<file path="src/rtl/tag_lookup_pipe_if.sv">
// Lookup, response, fill and invalidate signals of the tag lookup pipeline.
// The master drives requests and fills; the slave (tag store) returns results.
interface tag_lookup_pipe_if #(
  parameter int unsigned N_WAYS   = 2,
  parameter int unsigned N_SETS   = 16,
  parameter int unsigned TAG_BITS = 21
);
  localparam int unsigned WAY_BITS = (N_WAYS > 1) ? $clog2(N_WAYS) : 1;
  localparam int unsigned SET_BITS = $clog2(N_SETS);

  logic                lk_valid;
  logic                lk_ready;
  logic [SET_BITS-1:0] lk_set;
  logic [TAG_BITS-1:0] lk_tag;
  logic                rsp_valid;
  logic                rsp_hit;
  logic [WAY_BITS-1:0] rsp_way;
  logic [WAY_BITS-1:0] rsp_victim;
  logic                rsp_multihit;
  logic                fill_valid;
  logic [SET_BITS-1:0] fill_set;
  logic [WAY_BITS-1:0] fill_way;
  logic [TAG_BITS-1:0] fill_tag;
  logic                inv_all;
  logic                inv_done;

  modport master (
    output lk_valid, lk_set, lk_tag, fill_valid, fill_set, fill_way, fill_tag, inv_all,
    input  lk_ready, rsp_valid, rsp_hit, rsp_way, rsp_victim, rsp_multihit, inv_done
  );

  modport slave (
    input  lk_valid, lk_set, lk_tag, fill_valid, fill_set, fill_way, fill_tag, inv_all,
    output lk_ready, rsp_valid, rsp_hit, rsp_way, rsp_victim, rsp_multihit, inv_done
  );
endinterface

</file>
<file path="src/rtl/tag_lookup_pipe.sv">
// Set-associative tag store with registered hit/miss lookup, round-robin victim and swept invalidate-all.
// Optional: define TAG_MULTIHIT_EN to report more than one matching valid way on rsp_multihit.
module tag_lookup_pipe #(
  parameter int unsigned N_WAYS   = 2,
  parameter int unsigned N_SETS   = 16,
  parameter int unsigned TAG_BITS = 21
) (
  input logic               clk,
  input logic               rst,
  tag_lookup_pipe_if.slave  bus
);
  localparam int unsigned WAY_BITS = (N_WAYS > 1) ? $clog2(N_WAYS) : 1;
  localparam int unsigned SET_BITS = $clog2(N_SETS);
  localparam logic [SET_BITS-1:0] LAST_SET = SET_BITS'(N_SETS - 1);

  typedef enum logic {IDLE, FLUSH} state_e;

  state_e              state_q, state_d;
  logic [SET_BITS-1:0] flush_idx_q, flush_idx_d;
  logic [TAG_BITS-1:0] tag_q [N_SETS][N_WAYS];
  logic [TAG_BITS-1:0] tag_d [N_SETS][N_WAYS];
  logic [N_WAYS-1:0]   valid_q [N_SETS];
  logic [N_WAYS-1:0]   valid_d [N_SETS];
  logic [WAY_BITS-1:0] rr_q [N_SETS];
  logic [WAY_BITS-1:0] rr_d [N_SETS];

  logic                rsp_valid_q, rsp_valid_d;
  logic                rsp_hit_q, rsp_hit_d;
  logic [WAY_BITS-1:0] rsp_way_q, rsp_way_d;
  logic [WAY_BITS-1:0] rsp_victim_q, rsp_victim_d;
  logic                rsp_multihit_q, rsp_multihit_d;

  logic                accept;
  logic [N_WAYS-1:0]   hit_vec;
  logic [WAY_BITS-1:0] hit_way;
  logic [WAY_BITS-1:0] victim_way;
  logic                multihit;
  logic [WAY_BITS-1:0] rr_next;

  assign bus.lk_ready     = (state_q == IDLE);
  assign accept           = bus.lk_valid && bus.lk_ready;
  assign bus.inv_done     = (state_q == FLUSH) && (flush_idx_q == LAST_SET) && !rst;
  assign bus.rsp_valid    = rsp_valid_q;
  assign bus.rsp_hit      = rsp_hit_q;
  assign bus.rsp_way      = rsp_way_q;
  assign bus.rsp_victim   = rsp_victim_q;
  assign bus.rsp_multihit = rsp_multihit_q;

  assign rr_next = (N_WAYS == 1) ? '0 : WAY_BITS'(bus.fill_way + WAY_BITS'(1));

  // Lookup reads pre-fill state only: a same-cycle fill becomes visible next cycle.
  always_comb begin
    hit_vec    = '0;
    hit_way    = '0;
    victim_way = rr_q[bus.lk_set];
    for (int unsigned i = 0; i < N_WAYS; i++) begin
      hit_vec[i] = valid_q[bus.lk_set][i] && (tag_q[bus.lk_set][i] == bus.lk_tag);
    end
    for (int unsigned i = N_WAYS; i > 0; i--) begin
      if (hit_vec[i-1])                 hit_way    = WAY_BITS'(i - 1);
      if (!valid_q[bus.lk_set][i-1])    victim_way = WAY_BITS'(i - 1);
    end
  end

`ifdef TAG_MULTIHIT_EN
  int unsigned hit_cnt;
  always_comb begin
    hit_cnt = 0;
    for (int unsigned i = 0; i < N_WAYS; i++) begin
      hit_cnt = hit_cnt + {31'd0, hit_vec[i]};
    end
    multihit = (hit_cnt >= 2);
  end
`else
  assign multihit = 1'b0;
`endif

  always_comb begin
    rsp_valid_d    = accept;
    rsp_hit_d      = rsp_hit_q;
    rsp_way_d      = rsp_way_q;
    rsp_victim_d   = rsp_victim_q;
    rsp_multihit_d = rsp_multihit_q;
    if (accept) begin
      rsp_hit_d      = |hit_vec;
      rsp_way_d      = hit_way;
      rsp_victim_d   = victim_way;
      rsp_multihit_d = multihit;
    end
  end

  // Sweep is applied after the fill so a fill to the set being swept this cycle is dropped.
  always_comb begin
    state_d     = state_q;
    flush_idx_d = flush_idx_q;
    tag_d       = tag_q;
    valid_d     = valid_q;
    rr_d        = rr_q;
    if (bus.fill_valid) begin
      tag_d[bus.fill_set][bus.fill_way]   = bus.fill_tag;
      valid_d[bus.fill_set][bus.fill_way] = 1'b1;
      rr_d[bus.fill_set]                  = rr_next;
    end
    case (state_q)
      IDLE: begin
        if (bus.inv_all) begin
          state_d     = FLUSH;
          flush_idx_d = '0;
        end
      end
      FLUSH: begin
        valid_d[flush_idx_q] = '0;
        rr_d[flush_idx_q]    = '0;
        flush_idx_d          = flush_idx_q + SET_BITS'(1);
        if (flush_idx_q == LAST_SET) state_d = IDLE;
      end
      default: state_d = IDLE;
    endcase
  end

  always_ff @(posedge clk) begin
    tag_q <= tag_d;
  end

  always_ff @(posedge clk) begin
    if (rst) begin
      state_q        <= IDLE;
      flush_idx_q    <= '0;
      valid_q        <= '{default: '0};
      rr_q           <= '{default: '0};
      rsp_valid_q    <= 1'b0;
      rsp_hit_q      <= 1'b0;
      rsp_way_q      <= '0;
      rsp_victim_q   <= '0;
      rsp_multihit_q <= 1'b0;
    end else begin
      state_q        <= state_d;
      flush_idx_q    <= flush_idx_d;
      valid_q        <= valid_d;
      rr_q           <= rr_d;
      rsp_valid_q    <= rsp_valid_d;
      rsp_hit_q      <= rsp_hit_d;
      rsp_way_q      <= rsp_way_d;
      rsp_victim_q   <= rsp_victim_d;
      rsp_multihit_q <= rsp_multihit_d;
    end
  end
endmodule

</file>
<file path="src/flat_wrapper.sv">
// flat-port wrapper written by rule: the top's interface ports become plain ports
module tag_lookup_pipe_flat 
#(
  parameter int unsigned N_WAYS   = 2,
  parameter int unsigned N_SETS   = 16,
  parameter int unsigned TAG_BITS = 21
)
  (clk, rst, bus_lk_valid, bus_lk_set, bus_lk_tag, bus_fill_valid, bus_fill_set, bus_fill_way, bus_fill_tag, bus_inv_all, bus_lk_ready, bus_rsp_valid, bus_rsp_hit, bus_rsp_way, bus_rsp_victim, bus_rsp_multihit, bus_inv_done);
  tag_lookup_pipe_if #(.N_WAYS(N_WAYS), .N_SETS(N_SETS), .TAG_BITS(TAG_BITS)) bus_i ();
  input logic clk;
  input logic rst;
  input wire logic [$bits(bus_i.lk_valid)-1:0] bus_lk_valid;
  input wire logic [$bits(bus_i.lk_set)-1:0] bus_lk_set;
  input wire logic [$bits(bus_i.lk_tag)-1:0] bus_lk_tag;
  input wire logic [$bits(bus_i.fill_valid)-1:0] bus_fill_valid;
  input wire logic [$bits(bus_i.fill_set)-1:0] bus_fill_set;
  input wire logic [$bits(bus_i.fill_way)-1:0] bus_fill_way;
  input wire logic [$bits(bus_i.fill_tag)-1:0] bus_fill_tag;
  input wire logic [$bits(bus_i.inv_all)-1:0] bus_inv_all;
  output wire logic [$bits(bus_i.lk_ready)-1:0] bus_lk_ready;
  output wire logic [$bits(bus_i.rsp_valid)-1:0] bus_rsp_valid;
  output wire logic [$bits(bus_i.rsp_hit)-1:0] bus_rsp_hit;
  output wire logic [$bits(bus_i.rsp_way)-1:0] bus_rsp_way;
  output wire logic [$bits(bus_i.rsp_victim)-1:0] bus_rsp_victim;
  output wire logic [$bits(bus_i.rsp_multihit)-1:0] bus_rsp_multihit;
  output wire logic [$bits(bus_i.inv_done)-1:0] bus_inv_done;
  assign bus_i.lk_valid = bus_lk_valid;
  assign bus_i.lk_set = bus_lk_set;
  assign bus_i.lk_tag = bus_lk_tag;
  assign bus_i.fill_valid = bus_fill_valid;
  assign bus_i.fill_set = bus_fill_set;
  assign bus_i.fill_way = bus_fill_way;
  assign bus_i.fill_tag = bus_fill_tag;
  assign bus_i.inv_all = bus_inv_all;
  assign bus_lk_ready = bus_i.lk_ready;
  assign bus_rsp_valid = bus_i.rsp_valid;
  assign bus_rsp_hit = bus_i.rsp_hit;
  assign bus_rsp_way = bus_i.rsp_way;
  assign bus_rsp_victim = bus_i.rsp_victim;
  assign bus_rsp_multihit = bus_i.rsp_multihit;
  assign bus_inv_done = bus_i.inv_done;
  tag_lookup_pipe #(.N_WAYS(N_WAYS), .N_SETS(N_SETS), .TAG_BITS(TAG_BITS)) u_core (.clk(clk), .rst(rst), .bus(bus_i));
endmodule
</file>
<file path="config.mk">
export PLATFORM = sky130hd
export DESIGN_NAME = tag_lookup_pipe_flat
export DESIGN_NICKNAME = d
export VERILOG_FILES = /design/src/rtl/tag_lookup_pipe_if.sv /design/src/rtl/tag_lookup_pipe.sv /design/src/flat_wrapper.sv
export SDC_FILE = /design/constraint.sdc
export NUM_CORES = 1
export LEC_CHECK = 0
export CAP_MARGIN = 20
export CORE_MARGIN = 8
export CORE_UTILIZATION = 55
export DETAILED_ROUTE_END_ITERATION = 12
export PLACE_DENSITY = 0.75
export SYNTH_ARGS = -nofsm -noshare
export SYNTH_HDL_FRONTEND = slang
export SYNTH_SLANG_ARGS = --single-unit
</file>
<file path="constraint.sdc">
create_clock -name clk -period 2.9 [get_ports clk]
set_input_delay 0.58 -clock clk [delete_from_list [all_inputs] [get_ports clk]]
set_output_delay 0.58 -clock clk [all_outputs]
set_load 0.005 [all_outputs]
</file>
==> impl_metrics.yaml <==
run_status:
  status: "finished clean"
clocking:
  cts.reportedPaths.clkPinSlew_ns: 0.06
  cts_resized: 0
  cts_hold_buffers: 0
  clock_path_buffers: 3
  ctsHtreeMaxLevel: 3
  clk_root_buffer_cell: "sky130_fd_sc_hd__clkbuf_16"
  clk_latency_ns: 0.60
  cts_tree: "built"
  clock_sink_count: 729
  cts_setup_buffers: 0
  clock_buffers_created_by_tritoncts: 74
synthesis:
  yosysTopAreaCell: "sky130_fd_sc_hd__edfxtp_1"
  ys_dominant_reg_cell: "sky130_fd_sc_hd__edfxtp_1"
  post_synth_top_area_share_pct: 68.8
  synthesis.instances: 1491
  yosys-top-cells-area: "sky130_fd_sc_hd__edfxtp_1 (69%), sky130_fd_sc_hd__mux4_2 (13%), sky130_fd_sc_hd__dfxtp_1 (3.9%)"
  number_of_enable_flip_flop_cells_after_synthesis: 672
  ys.warnings.count: 0
  share_of_synthesized_area_occupied_by_flip_flops_and_latches_pct: 72.7
  postSynthRegisterBits: 729
  post_synth_num_cell_types: 73
  synthesized_netlist_net_count: 1551
  ys_async_sr_fraction_pct: 0
  mean_cell_area_of_the_mapped_netlist_um2: 19.7
  summed_instance_area_of_the_synthesized_netlist_um2: 29300
run:
  maxCapViolations: 0
drt:
  drt_pass1_iterations: 6
  antenna_violating_nets_post_route: 0
  dr.first_iter.drc_count: 2290
  drc_errors: 0
  post_dr_wirelength_cell_um: 30.7
  vias_per_cell: 6.55
  routed_via_count: 16500
  wl_um: 77100
layout:
  area.growth.synth_to_final_pct: 19.7
  share_of_layout_cells_above_drive_strength_1_pct: 30.6
  final_cell_area_um2: 35100
  multiInputGateArea_um2: 7450
  finalNonFillerCells: 2514
  antenna-diode-count: 0
  fillers: 3331
  final_nets: 1832
  area.sequential_um2: 21300
global_routing:
  wire_length_of_the_first_global_routing_pass_um: 112000
  grt_start_max_net_pins: 33
  grt_antenna_before_repair: 0
  grt-ovfl-total: 0
  first_global_vias: 16800
  grt_use_total_pct: 25.5
critical_path:
  crit-reg2reg-capture: "u_core.bus.rsp_way"
  setup.worst_path.end_class: "flip-flop"
  cp-startpoint: "bus_lk_set[0]"
  crit_required_ns: 3.42
  reg2reg_depth: 9
  timing.reg2reg.setup_slack_ns: 0.17
  critical_path_arrival_ns: 3.37
  worst_r2r_startpoint: "u_core.tag_q[630]"
  cp-start-kind: "input pin"
  setup.worst_path.class: "input pin to flip-flop"
  worst_setup_path_endpoint: "u_core.bus.rsp_way"
  crit_fanout: 16
sta:
  final.setup.tns_ns: 0
  grt_setup_unrepaired: "no"
  final.period_utilization_pct: 98.2
  relSlewSlack_pct: 31.0
  setup_viol: 0
  final_hold_viol_count: 0
  max_freq_mhz: 351
  worstMarginPinSlew_ns: 1.03
  slew_viol_final: 0
  fin_worst_skew_ns: 0.0173
  min_period_ns: 2.85
place:
  dp_cells: 2384
  place.port_buffers: 61
  routabilityCongestion: 0.902
  placement.cell_area_um2: 32600
  final_hpwl_from_detailed_placement_um: 48000
die:
  start_util_pct: 55.7
  std_cell_rows: 84
  top_level_ports: 63
  placeableCoreArea_um2: 52700
  die-area_um2: 60900
  fp.dieH_um: 247
  fp.dieW_um: 247
min_path:
  worst_hold_startpoint: "u_core.valid_q[19]"
  timing.hold.worst.class: "flip-flop to flip-flop"
pwr:
  p_per_area_nw_per_um2: 655
  peakVddDrop_uv: 425
  p_leak_nw: 11.7
==> registers in the layout, summed over array words and instances, names as in the netlist <==
signal                 count
u_core.tag_q             672
u_core.valid_q            32
u_core.rr_q               16
u_core.flush_idx_q         4
u_core.bus.rsp_hit         1
u_core.bus.rsp_valid       1
u_core.bus.rsp_victim      1
u_core.bus.rsp_way         1
u_core.state_q             1
==> area by class of cell <==
cell class | count | area share, %
flip-flops and latches | 729 | 60.8
multi-input cells | 663 | 21.2
repair buffers | 290 | 8.35
clock buffers | 94 | 5.85
well taps | 688 | 2.45
clock inverters | 36 | 1.23
inverters | 14 | 0.150
==> metrics by stage <==
| stage | hold slack (ns) | total power [mW] | worst slack, ns | utilization (%) |
|---|---|---|---|---|
| floorplan | 0.435 | 12.7 | 0.130 | - |
| global placement | 0.444 | 13.4 | -0.301 | 61.9 |
| detailed placement | 0.453 | 13.4 | -0.522 | 61.9 |
| CTS | 0.467 | 23.1 | 0.0939 | 66.6 |
| global route | 0.491 | 23.5 | 0.0278 | 66.6 |
| finish | 0.464 | 23.0 | 0.0528 | 66.6 |
==> metal layers <==
| layer | GRT usage (%) | vias to the layer above | share of wire (%) | wire length [um] |
|---|---|---|---|---|
| li1 | - | 6664 | - | - |
| met1 | 34.3 | 8520 | 38 | 29100 |
| met2 | 40.5 | 1075 | 48 | 36600 |
| met3 | 6.37 | 201 | 11 | 8520 |
| met4 | 9.33 | 0 | 3.7 | 2860 |
| met5 | 0 | - | 0 | 0 |
==> worst max-delay path: stages <==
cell,delay [ns]
sky130_fd_sc_hd__buf_8,0.16
sky130_fd_sc_hd__buf_12,0.21
sky130_fd_sc_hd__buf_4,0.25
sky130_fd_sc_hd__mux4_2,0.53
sky130_fd_sc_hd__mux2i_1,0.24
sky130_fd_sc_hd__xor2_1,0.21
sky130_fd_sc_hd__mux2i_1,0.17
sky130_fd_sc_hd__nor4_1,0.26
sky130_fd_sc_hd__nand4_1,0.16
sky130_fd_sc_hd__nand4b_1,0.35
sky130_fd_sc_hd__o21ai_1,0.22
==> power breakdown <==
| part | internal (mW) | total [mW] | switching, mW |
|---|---|---|---|
| registers | 11.6 | 11.6 | 0.0353 |
| logic | 0.724 | 1.61 | 0.883 |
| clock network | 5.81 | 9.74 | 3.93 |
| total | 18.1 | 23.0 | 4.85 |
==> how the worst min path moves through the flow <==
| stage | end | slack, ns | depth (start not counted) |
|---|---|---|---|
| finish | u_core.valid_q[19] | 0.46 | 1 |
| CTS | u_core.valid_q[12] | 0.47 | 1 |
| floorplan | u_core.valid_q[2] | 0.43 | 2 |
| detailed placement | u_core.valid_q[19] | 0.45 | 1 |
| global placement | u_core.valid_q[13] | 0.44 | 1 |
| global route | u_core.valid_q[16] | 0.49 | 1 |
==> cells in the final DEF (no fill, tap or decap), drive strengths merged, types with 14 or more instances in the layout <==
master	count
xnor2	33
dfxtp	57
nor2b	20
clkbuf	94
mux4	175
nor2	80
edfxtp	672
buf	233
nand2	32
mux2i	65
xor2	27
clkdlybuf4s50	57
inv	14
clkinv	21
o21a	24
a31oi	15
a21oi	37
nor3	14
==> cells in the mapped netlist (5+ instances only) <==
cell type                  count
sky130_fd_sc_hd__mux4_2      164
sky130_fd_sc_hd__mux2i_1      65
sky130_fd_sc_hd__o22ai_1      13
sky130_fd_sc_hd__nand2b_1      5
sky130_fd_sc_hd__mux4_1       11
sky130_fd_sc_hd__a21oi_1      37
sky130_fd_sc_hd__clkbuf_1     23
sky130_fd_sc_hd__a211oi_1      5
sky130_fd_sc_hd__nand3_1      12
sky130_fd_sc_hd__mux2_2        9
sky130_fd_sc_hd__xnor2_1      33
sky130_fd_sc_hd__buf_2        16
sky130_fd_sc_hd__nor2b_1      20
sky130_fd_sc_hd__o21a_1       24
sky130_fd_sc_hd__buf_1         7
sky130_fd_sc_hd__edfxtp_1    672
sky130_fd_sc_hd__nand2_1      32
sky130_fd_sc_hd__a22o_1        5
sky130_fd_sc_hd__nand4_1       7
sky130_fd_sc_hd__buf_4        15
sky130_fd_sc_hd__dfxtp_1      57
sky130_fd_sc_hd__inv_1        12
sky130_fd_sc_hd__nor3_1       14
sky130_fd_sc_hd__nor2_1       80
sky130_fd_sc_hd__buf_6        20
sky130_fd_sc_hd__o31ai_1       6
sky130_fd_sc_hd__a31oi_1      15
sky130_fd_sc_hd__xor2_1       27
sky130_fd_sc_hd__nor3b_1       5
==> cell families after synthesis <==
| logic type | Yosys count | synth area share (%) |
|---|---|---|
| flops | 729 | 72.7 |
| mux | 250 | 16.2 |
| simple gates | 193 | 3.15 |
| compound gates | 155 | 3.76 |
| buf+inv | 99 | 2.20 |
| xor+xnor | 60 | 1.79 |
| fa+ha+maj | 4 | 0.171 |
| other cells | 1 | 0.0128 |
Power figures use the tool's default switching activity.
